## config.mk

```make
export PLATFORM = sky130hd
export DESIGN_NAME = cpu_test_monitor
export DESIGN_NICKNAME = d
export VERILOG_FILES = /design/src/rtl/cpu_test_pkg.sv /design/src/rtl/mon_check_table.sv /design/src/rtl/cpu_test_monitor.sv
export SDC_FILE = /design/constraint.sdc
export NUM_CORES = 1
export LEC_CHECK = 0
export ABC_CLOCK_PERIOD_IN_PS = 4000
export CORE_UTILIZATION = 59
export DETAILED_ROUTE_END_ITERATION = 6
export GPL_ROUTABILITY_DRIVEN = 0
export GPL_TIMING_DRIVEN = 0
export PLACE_DENSITY = 0.84
export SETUP_SLACK_MARGIN = 0.4
export SLEW_MARGIN = 20
export SYNTH_ARGS = -nofsm -noshare
export SYNTH_HDL_FRONTEND = slang
export SYNTH_SLANG_ARGS = --single-unit
```

## constraint.sdc

```tcl
create_clock -name clk -period 4 [get_ports clk]
set_clock_uncertainty 0.05 [all_clocks]
set_input_delay 1 -clock clk [delete_from_list [all_inputs] [get_ports clk]]
set_output_delay 1 -clock clk [all_outputs]
set_load 0.05 [all_outputs]
```

## src/rtl/cpu_test_pkg.sv

```systemverilog
// Shared types and constants for the CPU run-control / self-check monitor.
// Holds the FSM state, the result codes and the layout of one register-check entry.
package cpu_test_pkg;

  localparam int MON_XLEN = 32;
  localparam logic [MON_XLEN-1:0] TOHOST_PASS = 32'd1;

  typedef enum logic [1:0] {
    IDLE  = 2'd0,
    RUN   = 2'd1,
    CHECK = 2'd2,
    DONE  = 2'd3
  } mon_state_t;

  typedef enum logic [1:0] {
    FC_NONE     = 2'd0,
    FC_TOHOST   = 2'd1,
    FC_TIMEOUT  = 2'd2,
    FC_MISMATCH = 2'd3
  } fail_code_t;

  typedef struct packed {
    logic                en;
    logic [4:0]          rd;
    logic [MON_XLEN-1:0] expected;
    logic [MON_XLEN-1:0] actual;
  } check_entry_t;

  // A timeout outranks a bad tohost value, which outranks register mismatches.
  function automatic fail_code_t resolve_fail(input logic timed_out,
                                              input logic tohost_ok,
                                              input logic any_mismatch);
    return timed_out     ? FC_TIMEOUT  :
           !tohost_ok    ? FC_TOHOST   :
           any_mismatch  ? FC_MISMATCH : FC_NONE;
  endfunction

endpackage

```

## src/rtl/mon_check_table.sv

```systemverilog
// Register-check table: programmed expectations, shadowed writeback values,
// and one indexed compare port used by the scan.
module mon_check_table
  import cpu_test_pkg::*;
#(
  parameter int NUM_CHECKS = 8,
  parameter int IDX_W      = (NUM_CHECKS > 1) ? $clog2(NUM_CHECKS) : 1
) (
  input  logic                clk,
  input  logic                rst_n,
  input  logic                cfg_we,
  input  logic [IDX_W-1:0]    cfg_idx,
  input  logic                cfg_en,
  input  logic [4:0]          cfg_rd,
  input  logic [MON_XLEN-1:0] cfg_val,
  input  logic                clr_actual,
  input  logic                wb_valid,
  input  logic [4:0]          wb_rd,
  input  logic [MON_XLEN-1:0] wb_data,
  input  logic [IDX_W-1:0]    rd_idx,
  output logic                mismatch
);

  check_entry_t entries [NUM_CHECKS];

  // NOTE: the table is a handful of flops, and a reset must wipe the whole
  // config, so every entry is reset rather than left as an unreset RAM.
  always_ff @(posedge clk or negedge rst_n) begin
    if (!rst_n) begin
      for (int i = 0; i < NUM_CHECKS; i++) entries[i] <= '0;
    end else begin
      for (int i = 0; i < NUM_CHECKS; i++) begin
        if (cfg_we && cfg_idx == IDX_W'(i)) begin
          entries[i].en       <= cfg_en;
          entries[i].rd       <= cfg_rd;
          entries[i].expected <= cfg_val;
        end
        // Duplicate entries on one register all shadow the same write; x0 never does.
        if (clr_actual) begin
          entries[i].actual <= '0;
        end else if (wb_valid && wb_rd != 5'd0 && entries[i].en && entries[i].rd == wb_rd) begin
          entries[i].actual <= wb_data;
        end
      end
    end
  end

  assign mismatch = entries[rd_idx].en && (entries[rd_idx].actual != entries[rd_idx].expected);

endmodule

```

## src/rtl/cpu_test_monitor.sv

```systemverilog
// Run-control and self-check monitor: counts a run, ends it on a tohost store
// or timeout, then scans the check table one entry per cycle and reports.
module cpu_test_monitor
  import cpu_test_pkg::*;
#(
  parameter int              XLEN        = MON_XLEN,
  parameter int              NUM_CHECKS  = 8,
  parameter int              MAX_CYCLES  = 150,
  parameter int              CNT_W       = 32,
  parameter logic [XLEN-1:0] TOHOST_ADDR = 32'h0000_1000,
  localparam int             IDX_W       = (NUM_CHECKS > 1) ? $clog2(NUM_CHECKS) : 1
) (
  input  logic                  clk,
  input  logic                  rst_n,
  input  logic                  start,
  input  logic                  clear,
  input  logic                  cfg_we,
  input  logic [IDX_W-1:0]      cfg_idx,
  input  logic                  cfg_en,
  input  logic [4:0]            cfg_rd,
  input  logic [XLEN-1:0]       cfg_val,
  input  logic                  retire_valid,
  input  logic                  wb_valid,
  input  logic [4:0]            wb_rd,
  input  logic [XLEN-1:0]       wb_data,
  input  logic                  mem_we,
  input  logic [XLEN-1:0]       mem_addr,
  input  logic [XLEN-1:0]       mem_wdata,
  output logic                  busy,
  output logic                  done,
  output logic                  pass,
  output logic [1:0]            fail_code,
  output logic [NUM_CHECKS-1:0] mismatch_mask,
  output logic [CNT_W-1:0]      cycle_count,
  output logic [CNT_W-1:0]      retire_count
);

  mon_state_t            state, state_next;
  fail_code_t            fail_q, verdict;
  logic [IDX_W-1:0]      scan_idx;
  logic [XLEN-1:0]       tohost_val;
  logic                  timed_out;
  logic                  row_mismatch;
  logic [NUM_CHECKS-1:0] mask_final;
  logic [CNT_W-1:0]      cycle_inc;

  wire run_start   = (state == IDLE) && start;
  wire in_run      = (state == RUN);
  wire tohost_hit  = in_run && mem_we && (mem_addr == TOHOST_ADDR);
  wire timeout_hit = in_run && (cycle_inc == CNT_W'(MAX_CYCLES));
  wire scan_last   = (state == CHECK) && (scan_idx == IDX_W'(NUM_CHECKS - 1));

  assign cycle_inc = (&cycle_count) ? cycle_count : cycle_count + CNT_W'(1);
  assign fail_code = fail_q;

  mon_check_table #(.NUM_CHECKS(NUM_CHECKS), .IDX_W(IDX_W)) u_table (
    .clk        (clk),
    .rst_n      (rst_n),
    .cfg_we     ((state == IDLE) && cfg_we),
    .cfg_idx    (cfg_idx),
    .cfg_en     (cfg_en),
    .cfg_rd     (cfg_rd),
    .cfg_val    (cfg_val),
    .clr_actual (run_start),
    .wb_valid   (in_run && wb_valid),
    .wb_rd      (wb_rd),
    .wb_data    (wb_data),
    .rd_idx     (scan_idx),
    .mismatch   (row_mismatch)
  );

  // NOTE: sequential state uses non-blocking assignments so every flop samples
  // the pre-edge values regardless of block ordering.
  always_ff @(posedge clk or negedge rst_n) begin
    if (!rst_n) state <= IDLE;
    else        state <= state_next;
  end

  // NOTE: defaulting state_next first keeps this block free of inferred latches.
  always_comb begin
    state_next = state;
    unique case (state)
      IDLE:    if (start)      state_next = RUN;
      RUN:     if (tohost_hit || timeout_hit) state_next = CHECK;
      CHECK:   if (scan_last)  state_next = DONE;
      DONE:    if (clear)      state_next = IDLE;
      default:                 state_next = IDLE;
    endcase
  end

  always_comb begin
    busy = (state == RUN) || (state == CHECK);
    done = (state == DONE);
  end

  // The verdict must see the bit being scanned this cycle, not just the stored mask.
  always_comb begin
    mask_final           = mismatch_mask;
    mask_final[scan_idx] = row_mismatch;
    verdict = resolve_fail(timed_out, tohost_val == XLEN'(TOHOST_PASS), |mask_final);
  end

  always_ff @(posedge clk or negedge rst_n) begin
    if (!rst_n) begin
      cycle_count   <= '0;
      retire_count  <= '0;
      scan_idx      <= '0;
      tohost_val    <= '0;
      timed_out     <= 1'b0;
      mismatch_mask <= '0;
      fail_q        <= FC_NONE;
      pass          <= 1'b0;
    end else if (run_start) begin
      cycle_count   <= '0;
      retire_count  <= '0;
      scan_idx      <= '0;
      tohost_val    <= '0;
      timed_out     <= 1'b0;
      mismatch_mask <= '0;
      fail_q        <= FC_NONE;
      pass          <= 1'b0;
    end else if (in_run) begin
      cycle_count <= cycle_inc;
      if (retire_valid && !(&retire_count)) retire_count <= retire_count + CNT_W'(1);
      if (tohost_hit)       tohost_val <= mem_wdata;
      else if (timeout_hit) timed_out  <= 1'b1;
    end else if (state == CHECK) begin
      mismatch_mask[scan_idx] <= row_mismatch;
      scan_idx                <= scan_idx + IDX_W'(1);
      if (scan_last) begin
        fail_q <= verdict;
        pass   <= (verdict == FC_NONE);
      end
    end
  end

endmodule

```

# Yosys cells after proc, flatten, opt, wreduce, memory -nomap -nowiden
# Index checks and enable logic that the tools add are counted.
# classes
addsub	3
n_lt_le_gt_ge	3
eq_ne	29
muxes	57
n_bitwise	1
n_reduce_logical	65
# op_table
cell	count
32-bit 2-to-1 mux	25
70-bit binary-select mux with 3-bit select	1
70-bit 2-to-1 mux	2
32-bit by 1-bit adder with 32-bit output (second input constant)	2
32-bit AND reduction	2
5-bit == test	8
1-bit logical AND	35
32-bit by 1-bit == test with 1-bit output (second input constant)	1
32-bit by 13-bit == test with 1-bit output (second input constant)	1
32-bit by 8-bit == test with 1-bit output (second input constant)	1
32-bit != test	1
2-bit nonzero test	14
8-bit 2-to-1 mux	3
2-bit 2-to-1 mux	11
3-bit == test (second input constant)	5
2-bit != test (second input constant)	5
1-bit 2-to-1 mux	9
3-bit 2-to-1 mux	3
8-bit bitwise mux	1
2-bit case mux with 4 select lines	1
8-bit OR reduction	1
3-bit by 2-bit == test with 1-bit output (second input constant)	2
2-bit AND reduction	3
3-bit AND reduction	2
16 further kinds	19
# totals
ff_bits	673
word_cells	199

# Logic depth before layout (Yosys ltp)
# Gate-level depths: netlist (run 1).
# logic_depth
ltp_word	16
ltp_mapped	15

# Cells and area by module
# From an unflattened synthesis (run 1), not the netlist that was laid out.
# hier_totals
hier_cells	2664
area_unflattened_um2	32005.7
# modules_own_cells
mod	n_inst	cells_per_inst	area_per_inst_um2
mon_check_table	1	1951	25818.5
cpu_test_monitor	1	713	6187.2

# Worst setup path before layout (run 1)
# No wires, ideal clock.
# synth_path
kind	reg2reg
from	reg cycle_count[7]
to	reg state[1]
setup_ns	0.128
t_arrival_ns	3.016
required_time_ns	3.822
path_slack_ns	0.806
path_stages_with_launch	13
path_cell_list	dfrtp_1 buf_2 and4_1 buf_2 nand3_1 or3_1 clkbuf_1 and4b_1 o21a_1 o22a_1 and4_1 o21ai_1 mux2_1
# synth_via
elab_chain_cells	7
elab_cells_between_ends	8
cone_classes	add/sub: 1; eq/ne: 2; mux: 1; reduce/logical: 4
# synth_rtl
item	line_no	text
start, declared	cpu_test_monitor.sv:34	output logic [CNT_W-1:0] cycle_count,
start signal, assigned	cpu_test_monitor.sv:123	cycle_count <= cycle_inc;
32-bit by 1-bit adder with 32-bit output / 32-bit AND reduction (equally long branches)	cpu_test_monitor.sv:53	assign cycle_inc = (&cycle_count) ? cycle_count : cycle_count + CNT_W'(1);
32-bit 2-to-1 mux (*)	cpu_test_monitor.sv:53	
32-bit by 8-bit == test with 1-bit output (*)	cpu_test_monitor.sv:50	wire timeout_hit = in_run && (cycle_inc == CNT_W'(MAX_CYCLES));
1-bit logical AND (*)	cpu_test_monitor.sv:50	
1-bit logical OR (*)	cpu_test_monitor.sv:84	RUN: if (tohost_hit || timeout_hit) state_next = CHECK;
2-bit by 1-bit != test with 1-bit output (no source line) (*)	--	
4-bit AND reduction (no source line) (*)	--	
end signal, assigned	cpu_test_monitor.sv:76	else state <= state_next;
end, declared	cpu_test_monitor.sv:38	mon_state_t state, state_next;
# Mark *: on every way between the ends. The rest lies on a longest branch, timed or not.
# A chain may end at the register's enable or synchronous reset.

# Worst setup path in the final report (run 1)
# layout_path
from	reg scan_idx[1]
to	reg mismatch_mask[0]
# layout_via
elab_chain_cells	10
elab_cells_between_ends	15
cone_classes	order compare: 2; eq/ne: 1; mux: 9; bitwise: 1; reduce/logical: 2
# layout_rtl
item	line_no	text
start, declared	cpu_test_monitor.sv:40	logic [IDX_W-1:0] scan_idx;
start signal, assigned	cpu_test_monitor.sv:129	scan_idx <= scan_idx + IDX_W'(1);
3-bit inverter with 4-bit output (not written as such)	mon_check_table.sv:48	assign mismatch = entries[rd_idx].en && (entries[rd_idx].actual != entries[rd_idx].expected);
70-bit binary-select mux with 3-bit select	mon_check_table.sv:48	
70-bit 2-to-1 mux (not written as such) (2 in series)	mon_check_table.sv:48	
32-bit != test	mon_check_table.sv:48	
1-bit logical AND	mon_check_table.sv:48	
8-bit bitwise mux (*)	cpu_test_monitor.sv:128	mismatch_mask[scan_idx] <= row_mismatch;
8-bit 2-to-1 mux (*)	cpu_test_monitor.sv:127	end else if (state == CHECK) begin
8-bit 2-to-1 mux (*)	cpu_test_monitor.sv:122	end else if (in_run) begin
8-bit 2-to-1 mux (*)	cpu_test_monitor.sv:113	end else if (run_start) begin
end signal, assigned by index	cpu_test_monitor.sv:128	
end, declared	cpu_test_monitor.sv:33	output logic [NUM_CHECKS-1:0] mismatch_mask,
# Mark *: on every way between the ends. The rest lies on a longest branch, timed or not. The select of a mux whose other input is x is not followed.

==> results of run 1 <==
cells in the mapped netlist (4+ instances only):
cell type	instances	area [um^2]
dfrtp_1	673	16840
nor2_1	360	1351
mux2_2	315	3547
mux2i_1	293	2933
xnor2_1	173	1515
clkbuf_1	133	499.2
nand2_1	132	495.5
xor2_1	70	613.1
a21oi_1	68	340.3
nand4_1	52	325.3
nand3_1	40	200.2
mux4_2	37	833.3
o21ai_0	33	165.2
nor3_1	30	150.1
and3_1	25	156.4
buf_2	25	125.1
nor4_1	25	156.4
or3_1	18	112.6
and4_1	17	148.9
buf_1	17	63.81
inv_1	16	60.06
o22ai_1	12	75.07
a22oi_1	11	82.58
and2_1	9	56.30
buf_6	9	101.4
ha_1	9	112.6
a31oi_1	8	50.05
o2bb2ai_1	8	70.07
nor3b_1	7	52.55
o211ai_1	7	52.55
or4_1	7	52.55
a22o_1	6	52.55
nor2b_1	6	37.54
o21ai_2	6	52.55
a211oi_1	5	37.54
o221ai_1	5	43.79
a21o_1	4	30.03
nand2b_1	4	25.02
nand3b_1	4	30.03
o311ai_0	4	35.03
or2_2	4	25.02
through the flow:
step                      utilization [%]  total power [mW]  area [um^2]  setup WS (ps)  TNS, ps
after floorplan                         -             8.206        32280          806.2        0
after global placement              64.99             8.798        35040         -26250        -
after detailed placement            65.40             8.884        35260         -595.0   -73240
after CTS                           70.64             15.60        38090          85.72        0
final                               71.35             15.69        38470          233.5        0
after global routing                71.31             16.10        38450          334.8        0
power by group through the flow:
stage | clock, mW | combinational (mW) | sequential [mW]
6_report | 6.84 | 1.82 | 7.03
5_1_grt | 7.10 | 1.96 | 7.04
3_3_place_gp | 0 | 1.64 | 7.16
3_5_place_dp | 0 | 1.73 | 7.15
2_1_floorplan | 0 | 0.937 | 7.27
4_1_cts | 6.80 | 1.77 | 7.03
final cells by class:
cell class              count  area (um^2)
multi-input cells        1868        14870
diodes                     15        37.54
repair buffers            220         2307
clock inverters            22        252.7
clock buffers             108         2141
well taps                 696        870.8
fillers                  3369        15450
inverters                  17        63.81
plain buffers             190         1087
flip-flops and latches    673        16840
per-layer routing:
metal,global-route usage (%),vias to the layer above,share of wire (%)
met5,1.212,-,0.090
met4,25.15,4,7.6
met3,12.86,537,13
met2,56.01,1841,44
met1,47.77,12570,36
li1,-,10260,-
worst max-delay path by stage:
stage                                             to  slack, ps  cells after the start
floorplan                       state[1]$_DFFE_PN0P_        810                     12
global placement    u_table.entries[328]$_DFFE_PN0P_     -26250                      1
detailed placement   u_table.entries[73]$_DFFE_PN0P_       -600                      7
CTS                 u_table.entries[150]$_DFFE_PN0P_         90                      8
global route            mismatch_mask[0]$_DFFE_PN0P_        330                     12
finish                  mismatch_mask[0]$_DFFE_PN0P_        230                     14
state kept, by name, summed over array words and instances, names as in the netlist:
register	cells
u_table.entries	560
cycle_count	32
retire_count	32
tohost_val	32
mismatch_mask	8
scan_idx	3
fail_code	2
state	2
pass	1
timed_out	1
kinds of logic after synthesis:
family                     after synthesis
DFF                                    673
xor gates and xnor gates               243
buffers and inverters                  207
adders and majority gates                9
and+or+nand+nor                        754
muxes                                  647
AOI/OAI and AO/OA                      215
critical path, stage by stage (launching register included):
cell     delay, ps
dfrtp_2        450
buf_4          280
buf_4          290
buf_4          310
buf_6          260
a31oi_1         90
o21ai_1        170
a32oi_2        170
xnor2_2        410
nor4_2          70
a31oi_1        280
nor3_4         120
or3_4          410
buf_8          150
o22ai_2        140
timing repair:
| item | 4_1_cts | 5_1_grt |
|---|---|---|
| setup endpoints to repair | 252 | 268 |
| hold buffers | 0 | 0 |
| resized for setup | 103 | 57 |
| buffers inserted | 5 | 19 |
| pin swaps | 7 | 24 |
==> impl_metrics.env, run 1 <==
export IMPL_final_cell_count_no_fill=3809
export IMPL_grt_overflow_total=0
export IMPL_synth_fa_ha_area_share_pct=0.3489
export IMPL_clockBufferDepth=3
export IMPL_netlist_area_um2=32280
export IMPL_grtUsageTotal_pct=38.03
export IMPL_yosys_warnings=0
export IMPL_critPathRequiredTime_ps=4490
export IMPL_status="finished, final reports clean"
export IMPL_numCtsBuffers=72
export IMPL_drtPass1Iterations=7
export IMPL_crit_type="reg2reg"
export IMPL_irDropWorstVdd_uv=336.5
export IMPL_crit_path_start_kind="flop"
export IMPL_p_sw_mw=4.021
export IMPL_postRouteAntennaNets=0
export IMPL_fmax_ghz=0.2655
export IMPL_final_layout_size_suffix_gt1_share_pct=20.43
export IMPL_placedCellCount=3640
export IMPL_synth_xor_area_share_pct=6.593
export IMPL_synth_cells=2748
export IMPL_dpl_hpwl_um=70390
export IMPL_pwr_share_seq_pct=44.8
export IMPL_std_cell_rows=85
export IMPL_hold_violations=0
export IMPL_syn_avg_cell_area_um2=11.75
export IMPL_clock_tree_root_cell="clkbuf_16"
export IMPL_yosysSeqAreaShare_pct=52.17
export IMPL_min_period_over_period_pct=94.16
export IMPL_clk_latency_ps=630
export IMPL_synth_edff_count=0
export IMPL_cts_sinks=673
export IMPL_final_nets=3201
export IMPL_slew_limit_headroom_pct=21.61
export IMPL_p_clk_share_pct=43.6
export IMPL_num_vias=25220
export IMPL_powerDensity_nw_per_um2=407.8
export IMPL_cp_max_fo=11
export IMPL_die_y_um=235.9
export IMPL_cts_tree="yes"
export IMPL_r2r_end="mismatch_mask[0]$_DFFE_PN0P_"
export IMPL_r2r_start="scan_idx[1]$_DFFE_PN0P_"
export IMPL_drv_slew=0
export IMPL_async_reset_ff_share_pct=100.0
export IMPL_drt_wl_total_um=106200
export IMPL_worstMarginPinSlew_ps=1176
export IMPL_holdWs_ps=263.3
export IMPL_rrSetupSlack_ps=230
export IMPL_wl_per_cell_um=27.89
export IMPL_cp_end_kind="flop"
export IMPL_drc=0
export IMPL_crit_start="scan_idx[1]$_DFFE_PN0P_"
export IMPL_initial_core_util_pct=59.87
export IMPL_grt_pass1_vias=25540
export IMPL_reg2regPathDepth=14
export IMPL_area_growth_pct=19.19
export IMPL_setup_viol=0
export IMPL_layout_min_cycle_time_ps=3767
export IMPL_synth_top_family_by_area="multiplexers"
export IMPL_viasPerCell=6.620
export IMPL_p_leak_nw=17.52
export IMPL_p_comb_share_pct=11.6
export IMPL_syn_num_nets=2907
export IMPL_first_iter_violations=3755
export IMPL_design_die_area_um2=55650
export IMPL_grt_first_pass_wirelength_um=157300
export IMPL_rsz0062_at_grt="true"
export IMPL_maxCapViolations=0
export IMPL_final_common_cell="dfrtp_1"
export IMPL_grt_max_degree=109
export IMPL_die_w_um=235.9
export IMPL_core_area_um2=53920
export IMPL_synth_mux_area_share_pct=22.73
export IMPL_antenna_found_initial=8
export IMPL_cp_arrival_ps=4260
export IMPL_synth_seq_cells=673
export IMPL_synthFlopType="dfrtp_1"
export IMPL_synth_compound_gate_area_share_pct=4.423
export IMPL_ioPinCount=227
export IMPL_ys_types=76
export IMPL_hp_class="in2async"
export IMPL_io_buffers=189
export IMPL_htree_num_levels=3
export IMPL_synthSimpleGateAreaFrac_pct=10.88
export IMPL_sw_frac_of_total_pct=25.63
export IMPL_p_int_mw=11.67
export IMPL_path_clk_slew_ps=70
export IMPL_final_cell_mix="dfrtp_1 (671), nor2_1 (358), mux2_2 (315), mux2i_1 (289), clkdlybuf4s50_1 (188)"
(Power assumes the default switching activity.)
==> run 2: changes to the inputs <==
--- a/config.mk
+++ b/config.mk
@@ -7,6 +7,7 @@
 export LEC_CHECK = 0
 export ABC_CLOCK_PERIOD_IN_PS = 4000
 export CORE_UTILIZATION = 59
+export CTS_CLUSTER_DIAMETER = 200
 export DETAILED_ROUTE_END_ITERATION = 6
 export GPL_ROUTABILITY_DRIVEN = 0
 export GPL_TIMING_DRIVEN = 0
==> results of run 2 <==
The final DEF is identical to that of run 1; final timing and power are the same.
==> patch, RTL diff (flow settings as in run 2) <==
Register the input `mem_wdata` before use, without a reset. The logic sees it one clock later. The other inputs are not delayed to match.
--- a/src/rtl/cpu_test_monitor.sv
+++ b/src/rtl/cpu_test_monitor.sv
@@ -34,6 +34,12 @@
   output logic [CNT_W-1:0]      cycle_count,
   output logic [CNT_W-1:0]      retire_count
 );
+
+  logic [XLEN-1:0] mem_wdata_q;
+
+  always_ff @(posedge clk) begin
+    mem_wdata_q <= mem_wdata;
+  end
 
   mon_state_t            state, state_next;
   fail_code_t            fail_q, verdict;
@@ -122,7 +128,7 @@
     end else if (in_run) begin
       cycle_count <= cycle_inc;
       if (retire_valid && !(&retire_count)) retire_count <= retire_count + CNT_W'(1);
-      if (tohost_hit)       tohost_val <= mem_wdata;
+      if (tohost_hit)       tohost_val <= mem_wdata_q;
       else if (timeout_hit) timed_out  <= 1'b1;
     end else if (state == CHECK) begin
       mismatch_mask[scan_idx] <= row_mismatch;
Check against the original RTL: same outputs for any inputs over 4 cycles, from zero or initial values and one cycle with rst_n low; that may be too few to reach the edited logic, so the function may still have changed.
==> patch against run 2 <==
The flow now finishes with violations (design-rule violations). Final area is 0.28% higher. Sequential cell count is 32 higher. Routed wire length is 7.1% lower. Die area is 1.5% higher. Synthesized area is 1.5% higher. Final cell count is 1.3% lower. Count of clock-buffer cells in the layout is 6 lower. Worst setup slack better by 110 ps. Critical path depth is 5 lower. Critical endpoint is now fail_code[0]. Largest cell class unchanged.
Power is not compared: it rests on default switching activity, and its combinational part moved more than twofold at a synthesized area within 25%.
==> patch: results (changes against run 2) <==
----------------------------------------------------
[Final layout]
  Number of sequential storage elements ... 705 (+4.8%)
  Net total in the final layout ... 3111 (-2.8%)
  Reg area ... 17500 um^2 (+3.8%)
  Buffering overhead ... 7.80% (-1.0 points)
  Post-layout instance count excluding filler cells ... 3759 (-1.3%)
  Total inserted antenna cells ... 4 (-11)
  Flip-flop count of the largest register, all copies and words added ... 560 (unchanged)
  Share of cells above drive strength 1 ... 20.6% (+0.15 points)
  Number of clock buffers in the layout ... 102 (-5.6%)
  Number of fillers in the final layout ... 3674 (+9.1%)
  Relative area of clock buffers and inverters in the final design ... 6.34% (+0.12 points)
  Total number of multi-input combinational cells ... 1770 (-5.2%)
  Multi-input logic portion of the cell area ... 37.9% (-0.72 points)

[Logic synthesis]
  Post-Syn Instances ... 2680 (-2.5%)
  Share of synthesized area occupied by flip-flops and latches ... 53.3% (+1.2 points)
  Area share of the leading cell type in the synthesized netlist ... 51.4% (-0.79 points)
  Unique cell type count in the Yosys netlist ... 65 (-14%)
  Largest cells by area after synthesis ... sky130_fd_sc_hd__dfrtp_1, sky130_fd_sc_hd__mux2_2, sky130_fd_sc_hd__mux2i_1
  Synthesized netlist net count ... 2839 (-2.3%)
  YS warnings ... 0 (unchanged)
  Share of synthesized flip-flops with an asynchronous set or reset ... 95.5% (-4.5 points)
  Leading post-synthesis cells by instance count ... sky130_fd_sc_hd__dfrtp_1, sky130_fd_sc_hd__nor2_1, sky130_fd_sc_hd__mux2_2

[Worst setup path]
  Worst setup path startpoint ... scan_idx[2]
  Slowest-stage cell, CP ... sky130_fd_sc_hd__dfrtp_1
  Worst-case register-to-register setup slack ... 340 ps (+110 ps)
  Max stage delay on crit path ... 610 ps (+160 ps)
  Terminus of the critical flop-to-flop path ... fail_code[0]
  Path depth of the worst reg2reg path ... 9 (-5)
  Data arrival, critical path ... 4110 ps (-150 ps)
  Largest fanout on the critical path ... 10 (-1)

[GRT]
  Maximum number of pins on one net before global-route repair ... 109 (unchanged)
  Routing usage on met3 ... 10.4% (-2.4 points)
  Routing usage on met2 ... 55.7% (-0.36 points)
  First-pass GRT wire length ... 150000 um (-4.8%)
  Met1 global-route usage ... 44.3% (-3.5 points)
  Number of global-route vias before repair ... 25000 (-2.2%)

[Route]
  Drt first-iter violations ... 2369 (-37%)
  Detailed-routed wire length on met3 ... 10400 um (-24%)
  Average wire per cell in the routed design ... 26.3 um (-5.8%)
  Per-cell via count in the routed design ... 6.36 (-3.9%)
  M1 wire length ... 36300 um (-3.7%)
  Drt drc ... 6 (+6)

[Clock network]
  Later-pin clock latency in the skew report ... 640 ps
  Total CTS buffers ... 73 (+1.4%)

[Outcome]
  Result of the run ... finished, violations left
  Failing checks ... design-rule violations

[STA]
  Smallest hold slack ... 215 ps (-48.4 ps)
  Slew margin rel. ... 21.7% (+0.090 points)

[Placed design]
  Setup slack at placement ... -514 ps (+81.1 ps)
  Count of placed standard cells including taps ... 3624 (-0.44%)

----------------------------------------------------
## patch: changes by cell type in the layout (fill, tap and decap cells not counted), moves of 15 or more
cell                      before  now
sky130_fd_sc_hd__dfxtp_1       0   32
sky130_fd_sc_hd__and3_1       24    7
sky130_fd_sc_hd__nand4_1      52   37
sky130_fd_sc_hd__xnor2_1     168  137
sky130_fd_sc_hd__buf_2        13   30
sky130_fd_sc_hd__mux4_2       37   86
sky130_fd_sc_hd__buf_4        25    9
## patch: what timing repair did
action	in CTS	in global routing
setup endpoints to repair	263	76
gates resized for setup	52	36
setup buffers	0	0
pin swaps	0	0
## patch: power groups by stage
stage	Clock, uW	Combinational [uW]	Sequential [uW]
final	7040	860	7330
after global routing	7340	926	7340
after CTS	7070	857	7330
after detailed placement	0	837	7460
after global placement	0	781	7470
after floorplan	0	256	7550
## patch: cells by family after synthesis
group,after synthesis,synth area share [%]
xor+xnor,226,6.04
buf+inv,205,2.61
flops,705,53.3
compound gates,162,3.05
simple gates,696,9.48
fa+ha+maj,9,0.344
mux,677,25.1
## patch: worst max path at each step
stage | depth (start not counted) | slack [ps] | endpoint
2_1_floorplan | 11 | 600 | state[1]
3_3_place_gp | 1 | -25970 | u_table.entries[329]
3_5_place_dp | 11 | -510 | fail_code[0]
4_1_cts | 11 | 350 | fail_code[0]
5_1_grt | 8 | 270 | u_table.entries[373]
6_report | 9 | 340 | fail_code[0]
## patch: stage by stage
step,util [%],cell area [um^2]
2_1_floorplan,-,32800
3_3_place_gp,64.8,35600
3_5_place_dp,65.1,35800
4_1_cts,69.9,38400
5_1_grt,70.2,38600
6_report,70.2,38600
